### src/rtl/branch_predictor_btb_if.sv
// Lookup, update and statistics signals of the branch predictor / BTB.
// The master side (fetch/execute logic or a bench) drives lookups and
// resolved-branch updates; the slave side (the predictor) answers.
interface branch_predictor_btb_if #(
    parameter int XLEN = 32
);
    logic [XLEN-1:0] lookup_pc;
    logic            pred_taken;
    logic [XLEN-1:0] pred_target;
    logic            pred_hit;

    logic            upd_valid;
    logic [XLEN-1:0] upd_pc;
    logic [XLEN-1:0] upd_target;
    logic [XLEN-1:0] upd_pred_target;
    logic            upd_taken;
    logic            upd_pred_taken;
    logic            flush;

    logic            mispredict;
    logic [31:0]     br_count;
    logic [31:0]     mispred_count;

    modport master (
        output lookup_pc, upd_valid, upd_pc, upd_target, upd_pred_target,
               upd_taken, upd_pred_taken, flush,
        input  pred_taken, pred_target, pred_hit, mispredict,
               br_count, mispred_count
    );

    modport slave (
        input  lookup_pc, upd_valid, upd_pc, upd_target, upd_pred_target,
               upd_taken, upd_pred_taken, flush,
        output pred_taken, pred_target, pred_hit, mispredict,
               br_count, mispred_count
    );
endinterface

### src/rtl/branch_predictor_btb.sv
// Direct-mapped branch target buffer with per-entry saturating direction
// counters. Lookup is combinational from the registered table (no bypass of
// a same-cycle update). Only taken branches allocate entries. Flush drops
// all valid bits but keeps counters/targets. Reset is asynchronous, active low.
module branch_predictor_btb #(
    parameter int ENTRIES  = 16,
    parameter int CNT_BITS = 2,
    parameter int XLEN     = 32
) (
    input  logic clk,
    input  logic rst,
    branch_predictor_btb_if.slave bus
);
    localparam int IDX_W = $clog2(ENTRIES);
    localparam int TAG_W = XLEN - IDX_W - 2;

    typedef logic [CNT_BITS-1:0] cnt_t;
    localparam cnt_t CNT_WT  = cnt_t'(1 << (CNT_BITS - 1));
    localparam cnt_t CNT_WNT = cnt_t'((1 << (CNT_BITS - 1)) - 1);
    localparam cnt_t CNT_MAX = cnt_t'((1 << CNT_BITS) - 1);

    // Flattened read views of the per-entry registers.
    logic [ENTRIES-1:0] valid_all;
    logic [TAG_W-1:0]   tag_all    [ENTRIES];
    logic [XLEN-1:0]    target_all [ENTRIES];
    cnt_t               cnt_all    [ENTRIES];

    // Lookup side decode.
    logic [IDX_W-1:0] lk_idx;
    logic [TAG_W-1:0] lk_tag;
    logic             lk_hit;
    logic             lk_taken;
    logic [XLEN-1:0]  lk_target;

    // Update side decode.
    logic [IDX_W-1:0] up_idx;
    logic [TAG_W-1:0] up_tag;
    logic             up_hit;
    cnt_t             up_cnt_next;

    logic [31:0] br_count_reg;
    logic [31:0] mispred_count_reg;

    // Word-alignment bits never take part in indexing or tagging.
    logic unused_pc_bits;
    assign unused_pc_bits = ^{bus.lookup_pc[1:0], bus.upd_pc[1:0]};

    assign lk_idx = bus.lookup_pc[IDX_W+1:2];
    assign lk_tag = bus.lookup_pc[XLEN-1:IDX_W+2];
    assign up_idx = bus.upd_pc[IDX_W+1:2];
    assign up_tag = bus.upd_pc[XLEN-1:IDX_W+2];

    // Prediction from current table contents; fall-through is pc+4.
    always_comb begin
        lk_hit    = valid_all[lk_idx] && (tag_all[lk_idx] == lk_tag);
        lk_taken  = lk_hit && cnt_all[lk_idx][CNT_BITS-1];
        lk_target = lk_taken ? target_all[lk_idx] : bus.lookup_pc + XLEN'(4);
    end

    // Hit check and saturating counter step for the resolving branch.
    always_comb begin
        up_hit      = valid_all[up_idx] && (tag_all[up_idx] == up_tag);
        up_cnt_next = cnt_all[up_idx];
        if (bus.upd_taken) begin
            if (cnt_all[up_idx] != CNT_MAX)
                up_cnt_next = cnt_all[up_idx] + cnt_t'(1);
        end else begin
            if (cnt_all[up_idx] != '0)
                up_cnt_next = cnt_all[up_idx] - cnt_t'(1);
        end
    end

    assign bus.pred_hit    = lk_hit;
    assign bus.pred_taken  = lk_taken;
    assign bus.pred_target = lk_target;
    assign bus.mispredict  = bus.upd_valid &&
                             ((bus.upd_taken != bus.upd_pred_taken) ||
                              (bus.upd_taken && (bus.upd_target != bus.upd_pred_target)));

    genvar gi;
    generate
        for (gi = 0; gi < ENTRIES; gi++) begin : g_entry
            logic             valid_reg;
            logic [TAG_W-1:0] tag_reg;
            logic [XLEN-1:0]  target_reg;
            cnt_t             cnt_reg;
            logic             sel;

            assign sel = bus.upd_valid && (up_idx == IDX_W'(gi));

            // Entry state: flush beats update; hits train, taken misses allocate.
            always_ff @(posedge clk or negedge rst) begin
                if (!rst) begin
                    valid_reg  <= 1'b0;
                    tag_reg    <= '0;
                    target_reg <= '0;
                    cnt_reg    <= CNT_WNT;
                end else if (bus.flush) begin
                    valid_reg <= 1'b0;
                end else if (sel) begin
                    if (up_hit) begin
                        cnt_reg <= up_cnt_next;
                        if (bus.upd_taken)
                            target_reg <= bus.upd_target;
                    end else if (bus.upd_taken) begin
                        valid_reg  <= 1'b1;
                        tag_reg    <= up_tag;
                        target_reg <= bus.upd_target;
                        cnt_reg    <= CNT_WT;
                    end
                end
            end

            assign valid_all[gi]  = valid_reg;
            assign tag_all[gi]    = tag_reg;
            assign target_all[gi] = target_reg;
            assign cnt_all[gi]    = cnt_reg;
        end
    endgenerate

    // Saturating statistics; they count updates even when a flush masks them.
    always_ff @(posedge clk or negedge rst) begin
        if (!rst) begin
            br_count_reg      <= '0;
            mispred_count_reg <= '0;
        end else begin
            if (bus.upd_valid && (br_count_reg != 32'hFFFF_FFFF))
                br_count_reg <= br_count_reg + 32'd1;
            if (bus.mispredict && (mispred_count_reg != 32'hFFFF_FFFF))
                mispred_count_reg <= mispred_count_reg + 32'd1;
        end
    end

    assign bus.br_count      = br_count_reg;
    assign bus.mispred_count = mispred_count_reg;
endmodule

### src/flat_wrapper.sv
// flat-port wrapper written by rule: the top's interface ports become plain ports
module branch_predictor_btb_flat 
#(
    parameter int ENTRIES  = 16,
    parameter int CNT_BITS = 2,
    parameter int XLEN     = 32
)
  (clk, rst, bus_lookup_pc, bus_upd_valid, bus_upd_pc, bus_upd_target, bus_upd_pred_target, bus_upd_taken, bus_upd_pred_taken, bus_flush, bus_pred_taken, bus_pred_target, bus_pred_hit, bus_mispredict, bus_br_count, bus_mispred_count);
  branch_predictor_btb_if #(.XLEN(XLEN)) bus_i ();
  input  logic clk;
  input  logic rst;
  input wire logic [$bits(bus_i.lookup_pc)-1:0] bus_lookup_pc;
  input wire logic [$bits(bus_i.upd_valid)-1:0] bus_upd_valid;
  input wire logic [$bits(bus_i.upd_pc)-1:0] bus_upd_pc;
  input wire logic [$bits(bus_i.upd_target)-1:0] bus_upd_target;
  input wire logic [$bits(bus_i.upd_pred_target)-1:0] bus_upd_pred_target;
  input wire logic [$bits(bus_i.upd_taken)-1:0] bus_upd_taken;
  input wire logic [$bits(bus_i.upd_pred_taken)-1:0] bus_upd_pred_taken;
  input wire logic [$bits(bus_i.flush)-1:0] bus_flush;
  output wire logic [$bits(bus_i.pred_taken)-1:0] bus_pred_taken;
  output wire logic [$bits(bus_i.pred_target)-1:0] bus_pred_target;
  output wire logic [$bits(bus_i.pred_hit)-1:0] bus_pred_hit;
  output wire logic [$bits(bus_i.mispredict)-1:0] bus_mispredict;
  output wire logic [$bits(bus_i.br_count)-1:0] bus_br_count;
  output wire logic [$bits(bus_i.mispred_count)-1:0] bus_mispred_count;
  assign bus_i.lookup_pc = bus_lookup_pc;
  assign bus_i.upd_valid = bus_upd_valid;
  assign bus_i.upd_pc = bus_upd_pc;
  assign bus_i.upd_target = bus_upd_target;
  assign bus_i.upd_pred_target = bus_upd_pred_target;
  assign bus_i.upd_taken = bus_upd_taken;
  assign bus_i.upd_pred_taken = bus_upd_pred_taken;
  assign bus_i.flush = bus_flush;
  assign bus_pred_taken = bus_i.pred_taken;
  assign bus_pred_target = bus_i.pred_target;
  assign bus_pred_hit = bus_i.pred_hit;
  assign bus_mispredict = bus_i.mispredict;
  assign bus_br_count = bus_i.br_count;
  assign bus_mispred_count = bus_i.mispred_count;
  branch_predictor_btb #(.ENTRIES(ENTRIES), .CNT_BITS(CNT_BITS), .XLEN(XLEN)) u_core (.clk(clk), .rst(rst), .bus(bus_i));
endmodule
### config.mk
export PLATFORM = sky130hd
export DESIGN_NAME = branch_predictor_btb_flat
export DESIGN_NICKNAME = d
export VERILOG_FILES = /design/src/rtl/branch_predictor_btb_if.sv /design/src/rtl/branch_predictor_btb.sv /design/src/flat_wrapper.sv
export SDC_FILE = /design/constraint.sdc
export NUM_CORES = 2
export LEC_CHECK = 0
export CORE_UTILIZATION = 30
export DETAILED_ROUTE_END_ITERATION = 10
export GPL_TIMING_DRIVEN = 0
export SLEW_MARGIN = 0
export SYNTH_ARGS = -nofsm -noshare
export SYNTH_HDL_FRONTEND = slang
export SYNTH_SLANG_ARGS = --single-unit
export TNS_END_PERCENT = 5
### constraint.sdc
create_clock -name clk -period 13.05 [get_ports clk]
set_clock_uncertainty 0.2 [all_clocks]
set_input_delay 1.305 -clock clk [delete_from_list [all_inputs] [get_ports clk]]
set_output_delay 1.305 -clock clk [all_outputs]
set_load 0.005 [all_outputs]
# Yosys cells after proc, flatten, opt, wreduce, memory -nomap -nowiden
# Index checks and enable logic that the tools add are counted.
# op_classes
n_addsub	5
multipliers	0
div	0
n_lt_le_gt_ge	4
eq_ne	23
n_shift	0
muxes	59
bitwise	4
reduce_logical	108
# op_table
op	n
26-bit binary-select mux with 4-bit select	2
3-bit AND reduction	48
32-bit binary-select mux with 4-bit select	1
26-bit 2-to-1 mux	4
32-bit 2-to-1 mux	3
32-bit by 1-bit adder with 32-bit output (second input constant)	2
32-bit inequality test (second input constant)	2
4-bit AND reduction	16
26-bit equality test	2
2-bit nonzero test	19
1-bit 2-to-1 mux	36
32-bit by 3-bit adder with 32-bit output (second input constant)	1
4-bit equality test (second input constant)	8
32-bit inequality test	1
1-bit logical AND	23
2-bit 2-to-1 mux	9
2-bit binary-select mux with 4-bit select	2
4-bit by 3-bit equality test with 1-bit output (second input constant)	4
5-bit greater-or-equal comparator (second input constant)	2
4-bit by 5-bit < comparator with 1-bit output (second input constant)	2
4-bit inverter with 5-bit output	2
1-bit binary-select mux with 4-bit select	2
4-bit by 2-bit equality test with 1-bit output (second input constant)	2
4-bit by 1-bit equality test with 1-bit output (second input constant)	1
7 further kinds	9
# totals
register_bits	1040
latch_bits	0
ramBits	0
romBits	0
in_bits	134
out_inout_bits	99
wordCells	269
n_memories	0

# Longest topological paths before layout
# depth
depth_word	9
ltp_mapped	15
mapped_depth_nobuf	8

# Least setup slack after synthesis
# OpenSTA, ideal clock, no wires.
# synth_path
path_kind	input port to output port
start	in bus_lookup_pc[2]
end	out bus_pred_target[26]
t_arrival_ps	4444
required_time_ps	11545
slack_ps	7101
path_stages	9
n_path_buf	6
cell_sequence	buf_2 -> buf_2 -> buf_2 -> buf_2 -> buf_2 -> buf_1 -> mux4_2 -> mux4_2 -> mux2_2
# synth_via
elab_chain_cells	8
elab_cells_between_ends	17
classes_between	add/sub: 1; eq/ne: 1; mux: 12; bitwise: 1; reduce/logical: 2
# synth_lines
element	line	rtl
start, declared	flat_wrapper.sv:12	input wire logic [$bits(bus_i.lookup_pc)-1:0] bus_lookup_pc;
4-bit inverter with 5-bit output (not written as such)	branch_predictor_btb.sv:55, branch_predictor_btb.sv:56, branch_predictor_btb.sv:57	
26-bit binary-select mux with 4-bit select	branch_predictor_btb.sv:55	lk_hit = valid_all[lk_idx] && (tag_all[lk_idx] == lk_tag);
26-bit 2-to-1 mux (not written as such) (2 in series)	branch_predictor_btb.sv:55	
26-bit equality test	branch_predictor_btb.sv:55	
1-bit logical AND	branch_predictor_btb.sv:55	
1-bit logical AND	branch_predictor_btb.sv:56	lk_taken = lk_hit && cnt_all[lk_idx][CNT_BITS-1];
32-bit 2-to-1 mux *	branch_predictor_btb.sv:57	lk_target = lk_taken ? target_all[lk_idx] : bus.lookup_pc + XLEN'(4);
end, declared	flat_wrapper.sv:21	output wire logic [$bits(bus_i.pred_target)-1:0] bus_pred_target;
# Every way passes the cells marked *; elsewhere a longest branch is shown, timed or not. The select of a mux whose other input is x is not followed.

# Worst setup path after layout
# layout_path
start	in bus_lookup_pc[3]
end	out bus_pred_target[2]
# The elaborated chain is that of the path after synthesis.

==> flow_summary.yaml <==
clock_tree:
  maximum_root_to_sink_buffer_count: 3
  clk_transition_reported_paths_ns: 0.06
  post_cts_hold_buffers: 0
  clk-insertion-delay-late_ns: 0.82
  cts_tree: "yes"
  cts_max_level: 3
  cts-resized-gates: 0
  root_buffer_selected_by_cts: "clkbuf_16"
  post-cts-setup-buffer-count: 0
  cts_buffers: 121
  clock_sinks: 1040
drt:
  drt_first_iter_violations: 3625
  route.final.wire_length_um: 190000
  detailroute.via_count: 34800
  via_per_inst: 5.46
  detail_route.drc_violations: 0
  postRouteAntennaNets: 0
  wl_per_cell_um: 29.8
  dr.pass1.iters: 6
floorplan:
  floorplan.initialDensity: 0.304
  floorplan.rows: 154
  die_outline_area_sq_um: 181000
  floorplan.io_pins: 233
  chipWidth_um: 425
  die_height_um: 425
  coreArea_sq_um: 177000
timing:
  setup_total_negative_slack_ns: 0
  worst-slew-pin-transition_ns: 1.46
  achievable_frequency_mhz: 98.0
  slew_violations: 0
  slew-limit-headroom: 0.0253
  timing_hold_violations_final: 0
  fin_crit_sh: 0.782
  hold_slack_ns: 0.286
  unrepaired_setup_endpoints_after_global_routing: "false"
  layout_min_cycle_time_ns: 10.20
  setup-violations-final: 0
finish:
  largest_register_ffs: 512
  layout.nets: 4059
  areaGrowthSynthToFinish_pct: 16.6
  finalCoreUtilization: 0.354
  final_layout_size_suffix_gt1_frac: 0.418
  final_cell_area_sq_um: 62600
  layoutNonFillerInstCount: 6363
  final.fill_count: 17000
placed_design:
  detailedPlacementHpwl_um: 131000
  io_buffer_count: 174
  post-place-cells: 6138
  finalWeightedCongestion: 0.922
  placement.cell_area_sq_um: 58600
synth:
  synth.distinct_cells: 71
  yosys_register_bits: 1040
  yosysSeqAreaShare: 0.485
  synth-adder-area-share: 0.00107
  synth-xor-area-share: 0.0321
  ys_warns: 0
  synth.area.top_cells: "dfrtp_1 48%, mux2_2 18%, mux4_2 16%"
  most_frequently_used_cell_type_in_the_post_synthesis_netlist: "dfrtp_1"
  syn_nets: 3753
  synth-main-ff-cell: "dfrtp_1"
  synthCells: 3616
  yosys.area_share.simple: 0.0334
  synthArstFlopShare: 1.00
  number_of_synthesized_flops_with_an_enable_pin: 0
  syn_area_per_cell_sq_um: 14.9
  yosys-mux-area-fraction: 0.390
  netlist.area_leader.share: 0.477
  synth_top_cells_by_count: "1024 x dfrtp_1, 844 x mux2_2, 372 x mux4_2"
  fraction_of_the_mapped_netlist_area_in_compound_gates: 0.0259
  main_combinational_cell_family_by_area_after_synthesis: "multiplexers"
  area_leader_netlist: "dfrtp_1"
  post_synthesis_instance_area_sq_um: 53700
job:
  max_cap_violations: 0
setup_path:
  cp_cell_sequence: "clkdlybuf4s50_1 > buf_2 > clkbuf_1 > clkbuf_1 > clkbuf_1 > nor2_1 > o22ai_1 > xnor2_1 > nand4_1 > nor4_1 > and4b_1 > clkbuf_1 > buf_2 > mux2i_1 > clkdlybuf4s50_1"
  critical_path.slowest_cell: "clkbuf_1"
  critPathKind: "in -> out"
  crit_family: "buffers and inverters"
  timing.critical_path.mode_cell: "clkbuf_1"
  critPathRequiredTime_ns: 11.55
  critical-path-max-stage-delay_ns: 1.01
  crit_arrival_ns: 8.70
  cp-end-kind: "output port"
  critical_path_buf_inv_count: 8
  critical_path_peak_fanout: 10
  crit_path_start_kind: "input port"
power:
  power.density_nw_per_um2: 140
  share_of_power_burned_in_registers: 0.444
  clock_power_share: 0.390
  leakagePower_nw: 27.6
  pwr-share-comb: 0.166
  netSwitchingPower_mw: 2.40
  peakVddDrop_mv: 0.134
  internal-power_mw: 6.38
  switch_share: 0.274
grt:
  grtUsageTotal: 0.209
  antenna_found_initial: 26
  via_count_of_the_first_global_routing_pass: 35700
  grt_first_pass_wirelength_um: 270000
  global_route_overflow: 0
  pin_count_of_the_biggest_net_entering_global_routing: 169
status:
  outcome: "finished, final reports clean"
min_path:
  hold_class: "reg -> reg"
-- per-stage QoR --
| stage | setup slack, ns | power, mW |
|---|---|---|
| CTS | 2.89 | 8.84 |
| floorplan | 7.10 | 4.82 |
| detailed placement | 2.92 | 5.40 |
| finish | 2.85 | 8.79 |
| global route | 2.74 | 9.11 |
| global placement | -37.92 | 5.38 |
-- cell families (layout without fill, tap and decap cells) --
| logic type | Yosys count | in the layout |
|---|---|---|
| simple gates | 359 | 359 |
| buf+inv | 392 | 788 |
| compound gates | 168 | 168 |
| other cells | 0 | 11 |
| fa+ha+maj | 5 | 5 |
| xor+xnor | 197 | 197 |
| mux | 1455 | 1455 |
| flops | 1040 | 1040 |
-- final cells by class --
type,count,area (sq um),share of cell area
multi-input combinational,2184,25900,0.414
antenna,11,27.5,0.000439
clock buffer,178,3470,0.0554
inverter,58,218,0.00348
buffer,334,1540,0.0245
timing repair buffer,183,1970,0.0315
clock inverter,35,526,0.00839
tap,2340,2930,0.0467
sequential,1040,26000,0.416
-- metal layers --
layer | GRT usage | vias up | part of all wire
met3 | 0.0464 | 391 | 0.076
met4 | 0.0847 | 2 | 0.045
met5 | 0 | - | 0.00011
met1 | 0.274 | 18700 | 0.41
li1 | - | 14100 | -
met2 | 0.333 | 1510 | 0.47
-- layout by cell type, fill, tap and decap left out, types with 23 or more instances in the layout --
cell type,count
xnor2_1,111
clkbuf_16,121
clkdlybuf4s50_1,173
dfrtp_1,1024
nand4_1,25
nand2_1,106
buf_2,66
clkbuf_1,218
buf_1,54
xor2_1,86
mux2_4,133
clkbuf_8,23
nor3_1,23
inv_1,56
nor2_1,62
nand3_1,49
o21ai_0,23
mux2i_1,106
mux4_2,372
mux2_2,844
-- power by group through the flow --
stage / clock, mW / sequential (mW) / combinational [mW]
6_report: 3.42 / 3.90 / 1.46
5_1_grt: 3.62 / 3.95 / 1.55
4_1_cts: 3.49 / 3.89 / 1.46
3_5_place_dp: 0 / 3.95 / 1.46
3_3_place_gp: 0 / 3.96 / 1.42
2_1_floorplan: 0 / 3.85 / 0.970
-- worst paths after layout --
| kind | start | end | slack (ns) | cells after the start |
|---|---|---|---|---|
| worst min register to register | u_core.bus.mispred_count[23]$_DFFE_PN0P_ | u_core.bus.mispred_count[23]$_DFFE_PN0P_ | 0.29 | 1 |
| min in group asynchronous | rst | u_core.g_entry[0].tag_reg[11]$_DFFE_PN0P_ | 0.31 | 1 |
| worst max-delay path | bus_lookup_pc[3] | bus_pred_target[2] | 2.85 | 15 |
| worst min-delay path | u_core.bus.mispred_count[23]$_DFFE_PN0P_ | u_core.bus.mispred_count[23]$_DFFE_PN0P_ | 0.29 | 1 |
| max in group asynchronous | rst | u_core.bus.mispred_count[9]$_DFFE_PN0P_ | 9.44 | 5 |
| worst max register to register | u_core.g_entry[11].tag_reg[4]$_DFFE_PN0P_ | u_core.g_entry[1].tag_reg[14]$_DFFE_PN0P_ | 8.32 | 8 |
(Power assumes the default switching activity.)
